===== config.mk =====
export PLATFORM = sky130hd
export DESIGN_NAME = spu_evt_monitor
export DESIGN_NICKNAME = d
export VERILOG_FILES = /design/src/rtl/spu_evt_monitor.sv
export SDC_FILE = /design/constraint.sdc
export NUM_CORES = 1
export LEC_CHECK = 0
export ABC_AREA = 1
export CAP_MARGIN = 5
export CORE_UTILIZATION = 38
export DETAILED_ROUTE_END_ITERATION = 8
export GPL_TIMING_DRIVEN = 0
export SETUP_SLACK_MARGIN = 0.3
export SLEW_MARGIN = 0
export SYNTH_ARGS = -nofsm -noshare
export SYNTH_HDL_FRONTEND = slang
export SYNTH_SLANG_ARGS = --single-unit

===== constraint.sdc =====
create_clock -name clk_i -period 7.13 [get_ports clk_i]
set_clock_uncertainty 0.2 [all_clocks]
set_input_delay 1.426 -clock clk_i [delete_from_list [all_inputs] [get_ports clk_i]]
set_output_delay 1.426 -clock clk_i [all_outputs]
set_load 0.05 [all_outputs]

===== src/rtl/spu_evt_monitor.sv =====
// spu_evt_monitor: passive AXI handshake monitor, per-channel event queues
// drained round-robin onto one stream. Optional: SPU_EVT_TIMESTAMP_EN.
module spu_evt_monitor #(
    parameter int unsigned ADDR_W      = 64,
    parameter int unsigned ID_W        = 8,
    parameter int unsigned EVT_INFO_W  = 32,
    parameter int unsigned SOURCE_ID   = 0,
    parameter int unsigned SRC_W       = 4,
    parameter int unsigned Q_DEPTH     = 4,
    parameter int unsigned BEAT_EVENTS = 0,
    parameter int unsigned DROP_CNT_W  = 16
) (
    input  logic                    clk_i,
    input  logic                    rst_ni,
    input  logic [4:0]              en_mask_i,
    input  logic                    ar_valid_i,
    input  logic                    ar_ready_i,
    input  logic [ID_W-1:0]         ar_id_i,
    input  logic [ADDR_W-1:0]       ar_addr_i,
    input  logic [7:0]              ar_len_i,
    input  logic                    aw_valid_i,
    input  logic                    aw_ready_i,
    input  logic [ID_W-1:0]         aw_id_i,
    input  logic [ADDR_W-1:0]       aw_addr_i,
    input  logic [7:0]              aw_len_i,
    input  logic                    w_valid_i,
    input  logic                    w_ready_i,
    input  logic                    w_last_i,
    input  logic                    r_valid_i,
    input  logic                    r_ready_i,
    input  logic                    r_last_i,
    input  logic [ID_W-1:0]         r_id_i,
    input  logic [1:0]              r_resp_i,
    input  logic                    b_valid_i,
    input  logic                    b_ready_i,
    input  logic [ID_W-1:0]         b_id_i,
    input  logic [1:0]              b_resp_i,
    output logic                    evt_valid_o,
    input  logic                    evt_ready_i,
    output logic [2:0]              evt_id_o,
    output logic [EVT_INFO_W-1:0]   evt_info_o,
    output logic [SRC_W-1:0]        evt_src_o,
`ifdef SPU_EVT_TIMESTAMP_EN
    output logic [31:0]             evt_ts_o,
`endif
    output logic [5*DROP_CNT_W-1:0] drop_cnt_o,
    input  logic                    drop_clr_i
);
    localparam int unsigned NCH = 5;
    localparam int unsigned PW  = $clog2(Q_DEPTH);
`ifdef SPU_EVT_TIMESTAMP_EN
    localparam int unsigned E_W = EVT_INFO_W + 32;
`else
    localparam int unsigned E_W = EVT_INFO_W;
`endif

    logic [NCH-1:0]        hs;
    logic [NCH-1:0]        fire;
    logic [NCH-1:0]        cand;
    logic [NCH-1:0]        empty;
    logic [NCH-1:0]        full;
    logic [NCH-1:0]        pop;
    logic [NCH-1:0]        push;
    logic [NCH-1:0]        byp;
    logic [NCH-1:0]        drop;
    logic [EVT_INFO_W-1:0] info [NCH];
    logic [E_W-1:0]        in_e [NCH];
    logic [E_W-1:0]        sel [NCH];
    logic [7:0]            w_beat_q;
    logic                  r_ok;
    logic                  w_ok;
    logic [2:0]            ptr_q;
    logic [2:0]            gnt;
    logic [3:0]            idx;
    logic                  gnt_vld;
    logic                  load;
    logic                  take;
    logic                  out_vld_q;
    logic [2:0]            out_id_q;
    logic [E_W-1:0]        out_e_q;
    logic                  unused_ok;

    assign unused_ok = ^{ar_addr_i, aw_addr_i, ar_id_i, aw_id_i};

    assign hs = {b_valid_i & b_ready_i,
                 w_valid_i & w_ready_i,
                 r_valid_i & r_ready_i,
                 aw_valid_i & aw_ready_i,
                 ar_valid_i & ar_ready_i};

    assign r_ok = (BEAT_EVENTS != 0) || r_last_i;
    assign w_ok = (BEAT_EVENTS != 0) || w_last_i;
    assign fire = hs & en_mask_i & {1'b1, w_ok, r_ok, 2'b11};

    assign info[0] = EVT_INFO_W'({ar_len_i,
                                  ar_addr_i[EVT_INFO_W-9:0]});
    assign info[1] = EVT_INFO_W'({aw_len_i,
                                  aw_addr_i[EVT_INFO_W-9:0]});
    assign info[2] = EVT_INFO_W'({r_resp_i, r_id_i});
    assign info[3] = EVT_INFO_W'(w_beat_q);
    assign info[4] = EVT_INFO_W'({b_resp_i, b_id_i});

    // Beat index counts every W handshake, even when W is masked
    always_ff @(posedge clk_i or negedge rst_ni) begin
        if (!rst_ni) begin
            w_beat_q <= '0;
        end else if (hs[3]) begin
            w_beat_q <= w_last_i ? 8'd0 : w_beat_q + 8'd1;
        end
    end

`ifdef SPU_EVT_TIMESTAMP_EN
    logic [31:0] ts_q;

    always_ff @(posedge clk_i or negedge rst_ni) begin
        if (!rst_ni) begin
            ts_q <= '0;
        end else begin
            ts_q <= ts_q + 32'd1;
        end
    end

    assign evt_ts_o = out_e_q[E_W-1 -: 32];
`endif

    for (genvar c = 0; c < NCH; c++) begin : g_ch
        logic [E_W-1:0]        mem [Q_DEPTH];
        logic [PW:0]           wp_q;
        logic [PW:0]           rp_q;
        logic [DROP_CNT_W-1:0] drop_q;

`ifdef SPU_EVT_TIMESTAMP_EN
        assign in_e[c] = {ts_q, info[c]};
`else
        assign in_e[c] = info[c];
`endif
        assign empty[c] = (wp_q == rp_q);
        assign full[c]  = (wp_q[PW] != rp_q[PW]) &&
                          (wp_q[PW-1:0] == rp_q[PW-1:0]);
        // An empty queue lets a same-cycle fire straight through
        assign sel[c]  = empty[c] ? in_e[c] : mem[rp_q[PW-1:0]];
        assign pop[c]  = take && (gnt == 3'(c)) && !empty[c];
        assign byp[c]  = take && (gnt == 3'(c)) && empty[c];
        assign push[c] = fire[c] && !byp[c] && (!full[c] || pop[c]);
        assign drop[c] = fire[c] && full[c] && !pop[c];

        always_ff @(posedge clk_i) begin
            if (push[c]) begin
                mem[wp_q[PW-1:0]] <= in_e[c];
            end
        end

        always_ff @(posedge clk_i or negedge rst_ni) begin
            if (!rst_ni) begin
                wp_q   <= '0;
                rp_q   <= '0;
                drop_q <= '0;
            end else begin
                if (push[c]) wp_q <= wp_q + (PW+1)'(1);
                if (pop[c])  rp_q <= rp_q + (PW+1)'(1);
                if (drop_clr_i) begin
                    drop_q <= '0;
                end else if (drop[c] && !(&drop_q)) begin
                    drop_q <= drop_q + DROP_CNT_W'(1);
                end
            end
        end

        assign drop_cnt_o[c*DROP_CNT_W +: DROP_CNT_W] = drop_q;
    end

    assign cand = fire | ~empty;

    always_comb begin
        gnt_vld = 1'b0;
        gnt     = '0;
        idx     = '0;
        for (int k = 0; k < NCH; k++) begin
            idx = {1'b0, ptr_q} + 4'(k);
            if (idx >= 4'd5) idx = idx - 4'd5;
            if (!gnt_vld && cand[idx[2:0]]) begin
                gnt_vld = 1'b1;
                gnt     = idx[2:0];
            end
        end
    end

    assign load = !out_vld_q || evt_ready_i;
    assign take = load && gnt_vld;

    always_ff @(posedge clk_i or negedge rst_ni) begin
        if (!rst_ni) begin
            out_vld_q <= 1'b0;
            out_id_q  <= '0;
            out_e_q   <= '0;
            ptr_q     <= '0;
        end else if (load) begin
            out_vld_q <= gnt_vld;
            out_id_q  <= gnt_vld ? gnt + 3'd1 : 3'd0;
            out_e_q   <= gnt_vld ? sel[gnt] : '0;
            if (gnt_vld) begin
                ptr_q <= (gnt == 3'd4) ? 3'd0 : gnt + 3'd1;
            end
        end
    end

    assign evt_valid_o = out_vld_q;
    assign evt_id_o    = out_id_q;
    assign evt_info_o  = out_e_q[EVT_INFO_W-1:0];
    assign evt_src_o   = SRC_W'(SOURCE_ID);

endmodule


==> results.md <==
Logic synthesis:
- In this run, synthesis inferred 368 flip-flops with an integrated enable.
- The share of synthesized registers carrying an async set or reset is 29.90%.
- The number of warning messages in the yosys log is 0.
- The largest family of logic cells by synthesized area is simple AND/OR/NAND/NOR gates.
- The synthesized area per cell is 9.907 sq um.
- The sequential element share of the synthesized area is 59.90%.
- The commonest register cell after synthesis is sky130_fd_sc_hd__edfxtp_1.
- The mapped netlist covers 25,010 sq um.
- The simple-gate portion of the synthesized area is 20.97%.
- The synthesized netlist devotes 9.697% of its cell area to compound gates.
- In this run, distinct cell masters in the synthesized netlist total 53.
- Of the total synthesized cell area, the portion taken by XOR and XNOR cells is 2.717%.
- The cell count after synthesis is 2,524.
- The flop and latch count out of synthesis is 525.
- In the synthesized netlist, mux cells make up 0% of the area.
- After Yosys synthesis, full adders, half adders and majority gates account for 2.082% of the synthesized area.

Worst setup path:
- The setup path with the least slack is of type input pin to register.
- For the worst setup path, the data arrival time is 5.58 ns.
- The critical register-to-register path endpoint is g_ch[3].mem[3][5].
- In this design, the stage delay of the slowest critical-path cell is 0.71 ns.
- The number of cells traversed by the worst register-to-register path is 25.
- The register-to-register path setup slack is 1.67 ns.
- The startpoint type of the worst setup path is an input pin.
- The required time at the worst-slack endpoint is 7.18 ns.
- The signal on the critical path passes through clkdlybuf4s50_1 > nand3_1 > inv_1 > nor2_1 > nand2_1 > nand3_2 > nand3_1 > nand2_2 > nand2_4 > nor2_8 > nand3_1 > nor2_2 > nor2_4 > nor2_2 > ha_1 > inv_1 > nor2_2 > nand2_2 > o21ai_1 > nand2_2 > nor2_1.
- Counting both buffers and inverters, the worst setup path holds a total of 3.
- The nature of the critical path endpoint is a register.
- The start of the worst register-to-register path is ptr_q[0].
- Along the worst path, the maximum fanout reaches 9.
- Among all stages on the critical path, the largest delay is contributed by sky130_fd_sc_hd__nor2_1.
- Broken down by cell family, the worst path's largest delay share belongs to simple AND/OR/NAND/NOR gates.

Die:
- The standard-cell row count is 93.
- The die extent in x is 258.5 microns.
- The effective utilization at floorplan is 38.65%.
- In this run the count of I/O pins placed on the die edge is 321.
- The core region is 64,700 sq um.
- The die height is 258.5 microns.
- The die covers 66,830 sq um.

Finish:
- Once layout is complete, the utilization of the core stands at 47.33%.
- The final layout contains 3,056 nets.
- Compared with the post-synthesis result, the final layout area differs by 22.45%.
- The share of layout cells above drive strength 1 is 8.313%.

CTS:
- The CTS H-tree depth is 2.
- The clock passes through at most 3 buffers.
- The clock tree from TritonCTS is built.
- The clock latency on the worst-skew pair is 0.63 ns.
- After clock tree synthesis, the flow added hold-fix buffers numbering 0.
- Clock tree synthesis inserted a total of 57 buffers.
- The count of instances resized after the clock tree is built is 0.
- The clock-pin slew of the registers on the worst-case setup and hold paths is 0.07 ns.
- The root buffer cell chosen for the clock tree is sky130_fd_sc_hd__clkbuf_16.
- The total setup buffers inserted after CTS is 0.
- The clock sink count is 525.

Power:
- In this run the power density over the cells is 451.8 nW/um^2.
- The leakage dissipation is 11.53 nW.
- VDD sags by at most 0.0002911 V.
- The total power consumption of the routed design is 13.83 mW.

GRT:
- Entering global routing, the biggest net connects 112 pins.
- The first global-routing pass estimated 110.1 mm of wire.
- The met2 track demand over resource is 34.55%.
- The busiest metal layer after global routing is met2.
- The total overflow reported by the global router is 0.
- For this run, global-route usage on met3 was measured as 4.040%.
- The number of global-route vias before repair is 19.19k.
- The met1 capacity usage during global routing is 27.82%.
- The all-layer global routing usage is 21.12%.
- The initial antenna violation count came to 10.

Timing:
- The post-layout minimum cycle time is 5.538 ns.
- Derived from the worst setup path, the maximum achievable clock frequency is 180.6 MHz.
- The setup violation total in the final timing report is 0.
- In the final timing run, aggregate negative setup slack is 0 ns.
- Setup repair after global routing left no endpoint under its margin.
- The hold violation count in the final report is 0.
- The headroom to the max-slew limit is 23.15%.
- The number of pins with negative max-slew slack in the final report is 0.
- After layout, the worst setup slack is 1.592 ns.
- At the pin with the least slew margin, the transition time is 1.148 ns.
- The final cycle utilization of the critical path is 77.67%.

Detailed routing:
- The total number of vias is 19.55k.
- The wire length per cell is 19.03 microns.
- The first detailed-routing pass took 5 iterations.
- The final antenna-violating net count is 0.
- The routed wire length is 70.76 mm.
- The number of remaining DRC errors is 0.
- In this run, the number of DRC markers left after iteration 0 of detailed routing was 1,563.
- The vias per cell is 5.257.

Run status:
- The run finished with clean final reports.

Hold path:
- The worst hold path startpoint is evt_id_o[2].
- The worst hold path terminates at evt_id_o[2].
- The type of the most critical hold path is register to register.
- Along the worst hold path, the cell count comes to 2.

Placement:
- During placement, the flow inserted port buffers numbering 219.
- At the end of routability-driven placement, the weighted congestion stood at 0.9602.
- Detailed placement finished with a half-perimeter wire length of 49.93 mm.
- Timing analysis after detailed placement gives a worst setup slack of 0.8896 ns.

Run:
- The tool flagged a number of max-cap violations equal to 0.
==> layout by cell type (no fill, tap or decap), drive strengths merged, types with 10 or more instances in the layout <==
cell type / netlist / final
a21oi: 22 / 22
a31oi: 21 / 21
buf: 41 / 51
bufinv: 0 / 10
clkbuf: 76 / 147
clkdlybuf4s50: 0 / 218
clkinv: 1 / 22
dfrtp: 157 / 157
edfxtp: 368 / 368
ha: 40 / 40
inv: 162 / 162
nand2: 388 / 388
nand3: 226 / 226
nand4: 45 / 45
nor2: 468 / 468
nor3: 33 / 33
nor4: 13 / 13
o211ai: 54 / 54
o21ai: 265 / 265
o221ai: 18 / 18
o31ai: 19 / 19
xor2: 68 / 68
==> power by group <==
group	internal, mW	leakage (nW)	total [mW]	switching [mW]
registers	3.70	5.41	3.94	0.246
logic	1.98	5.11	6.69	4.70
clock network	1.93	1.00	3.21	1.27
total	7.61	11.5	13.8	6.22
==> flip-flops by register name, indices dropped and copies added, names as in the netlist <==
| signal | flops |
|---|---|
| g_ch.wp_q | 15 |
| evt_valid_o | 1 |
| g_ch.mem | 368 |
| w_beat_q | 8 |
| ptr_q | 3 |
| g_ch.rp_q | 15 |
| evt_info_o | 32 |
| g_ch.drop_q | 80 |
| evt_id_o | 3 |
==> how the worst max path moves through the flow <==
stage                             end  cells past startpoint        from  slack, ns
finish              g_ch[3].mem[3][5]                     21  aw_valid_i       1.59
CTS                 g_ch[3].mem[3][7]                     21  aw_valid_i       1.55
floorplan           g_ch[0].mem[0][0]                     18   w_valid_i       1.87
detailed placement  g_ch[3].mem[3][7]                     21  aw_valid_i       0.89
global route        g_ch[3].mem[3][7]                     25    ptr_q[0]       1.12
global placement        evt_info_o[0]                      1      rst_ni      -2.55
==> Yosys cell counts, types with 5 or more instances <==
master | count | area share [%]
sky130_fd_sc_hd__buf_2 | 12 | 0.24
sky130_fd_sc_hd__nor2_1 | 454 | 6.8
sky130_fd_sc_hd__nand4_1 | 44 | 1.1
sky130_fd_sc_hd__dfrtp_1 | 157 | 16
sky130_fd_sc_hd__o211ai_1 | 54 | 1.6
sky130_fd_sc_hd__o21ai_2 | 5 | 0.18
sky130_fd_sc_hd__xnor2_1 | 5 | 0.18
sky130_fd_sc_hd__clkbuf_1 | 76 | 1.1
sky130_fd_sc_hd__nor4_1 | 13 | 0.33
sky130_fd_sc_hd__edfxtp_1 | 368 | 44
sky130_fd_sc_hd__nand3_1 | 216 | 4.3
sky130_fd_sc_hd__buf_1 | 13 | 0.20
sky130_fd_sc_hd__a31oi_1 | 21 | 0.53
sky130_fd_sc_hd__o31ai_1 | 16 | 0.48
sky130_fd_sc_hd__nor3_1 | 31 | 0.62
sky130_fd_sc_hd__nor2_2 | 9 | 0.23
sky130_fd_sc_hd__inv_2 | 10 | 0.15
sky130_fd_sc_hd__buf_6 | 5 | 0.23
sky130_fd_sc_hd__a21oi_1 | 19 | 0.38
sky130_fd_sc_hd__nand2_2 | 24 | 0.60
sky130_fd_sc_hd__xor2_1 | 67 | 2.3
sky130_fd_sc_hd__nand3_2 | 8 | 0.32
sky130_fd_sc_hd__nand2_1 | 359 | 5.4
sky130_fd_sc_hd__o22ai_1 | 9 | 0.23
sky130_fd_sc_hd__o221ai_1 | 18 | 0.63
sky130_fd_sc_hd__o21ai_1 | 24 | 0.48
sky130_fd_sc_hd__or2_2 | 8 | 0.20
sky130_fd_sc_hd__buf_4 | 11 | 0.33
sky130_fd_sc_hd__o21ai_0 | 236 | 4.7
sky130_fd_sc_hd__ha_1 | 40 | 2.0
sky130_fd_sc_hd__inv_1 | 149 | 2.2
==> cell type report <==
type / instances / area [sq um]
clock inverter: 37 / 500.5
antenna: 1 / 2.502
fill: 6008 / 34080
multi-input combinational: 1722 / 8944
timing repair buffer: 228 / 2400
sequential: 525 / 14980
buffer: 117 / 533.0
inverter: 163 / 620.6
tap: 855 / 1070
clock buffer: 71 / 1570
==> metrics by stage <==
stage / area (sq um) / hold WS [ns] / instances
3_5_place_dp: 28550 / 0.2738 / 3610
3_3_place_gp: 28280 / 0.2704 / 3601
2_1_floorplan: 25020 / 0.2621 / 2527
5_1_grt: 30620 / 0.3343 / 3718
4_1_cts: 30620 / 0.2926 / 3718
6_report: 30620 / 0.2896 / 3719
==> metal layers <==
layer / vias up / share of wire [%]
li1: 9332 / -
met1: 9419 / 42
met2: 645 / 47
met3: 134 / 6.8
met4: 20 / 3.5
met5: - / 0.19
==> cells by family (layout without fill, tap and decap cells) <==
logic type	count (synthesis)	after routing
other cells	1	5
xor+xnor	75	75
flops	525	525
fa+ha+maj	41	41
buf+inv	280	616
compound gates	412	412
simple gates	1190	1190
==> tightest hold or removal path: cells and delay by family, from the launching register on <==
| family | cells | cell delay [ns] |
|---|---|---|
| and+or+nand+nor | 1 | 0.05 |
| AOI/OAI and AO/OA | 1 | 0.06 |
| DFF | 1 | 0.35 |
(Power assumes the default switching activity.)
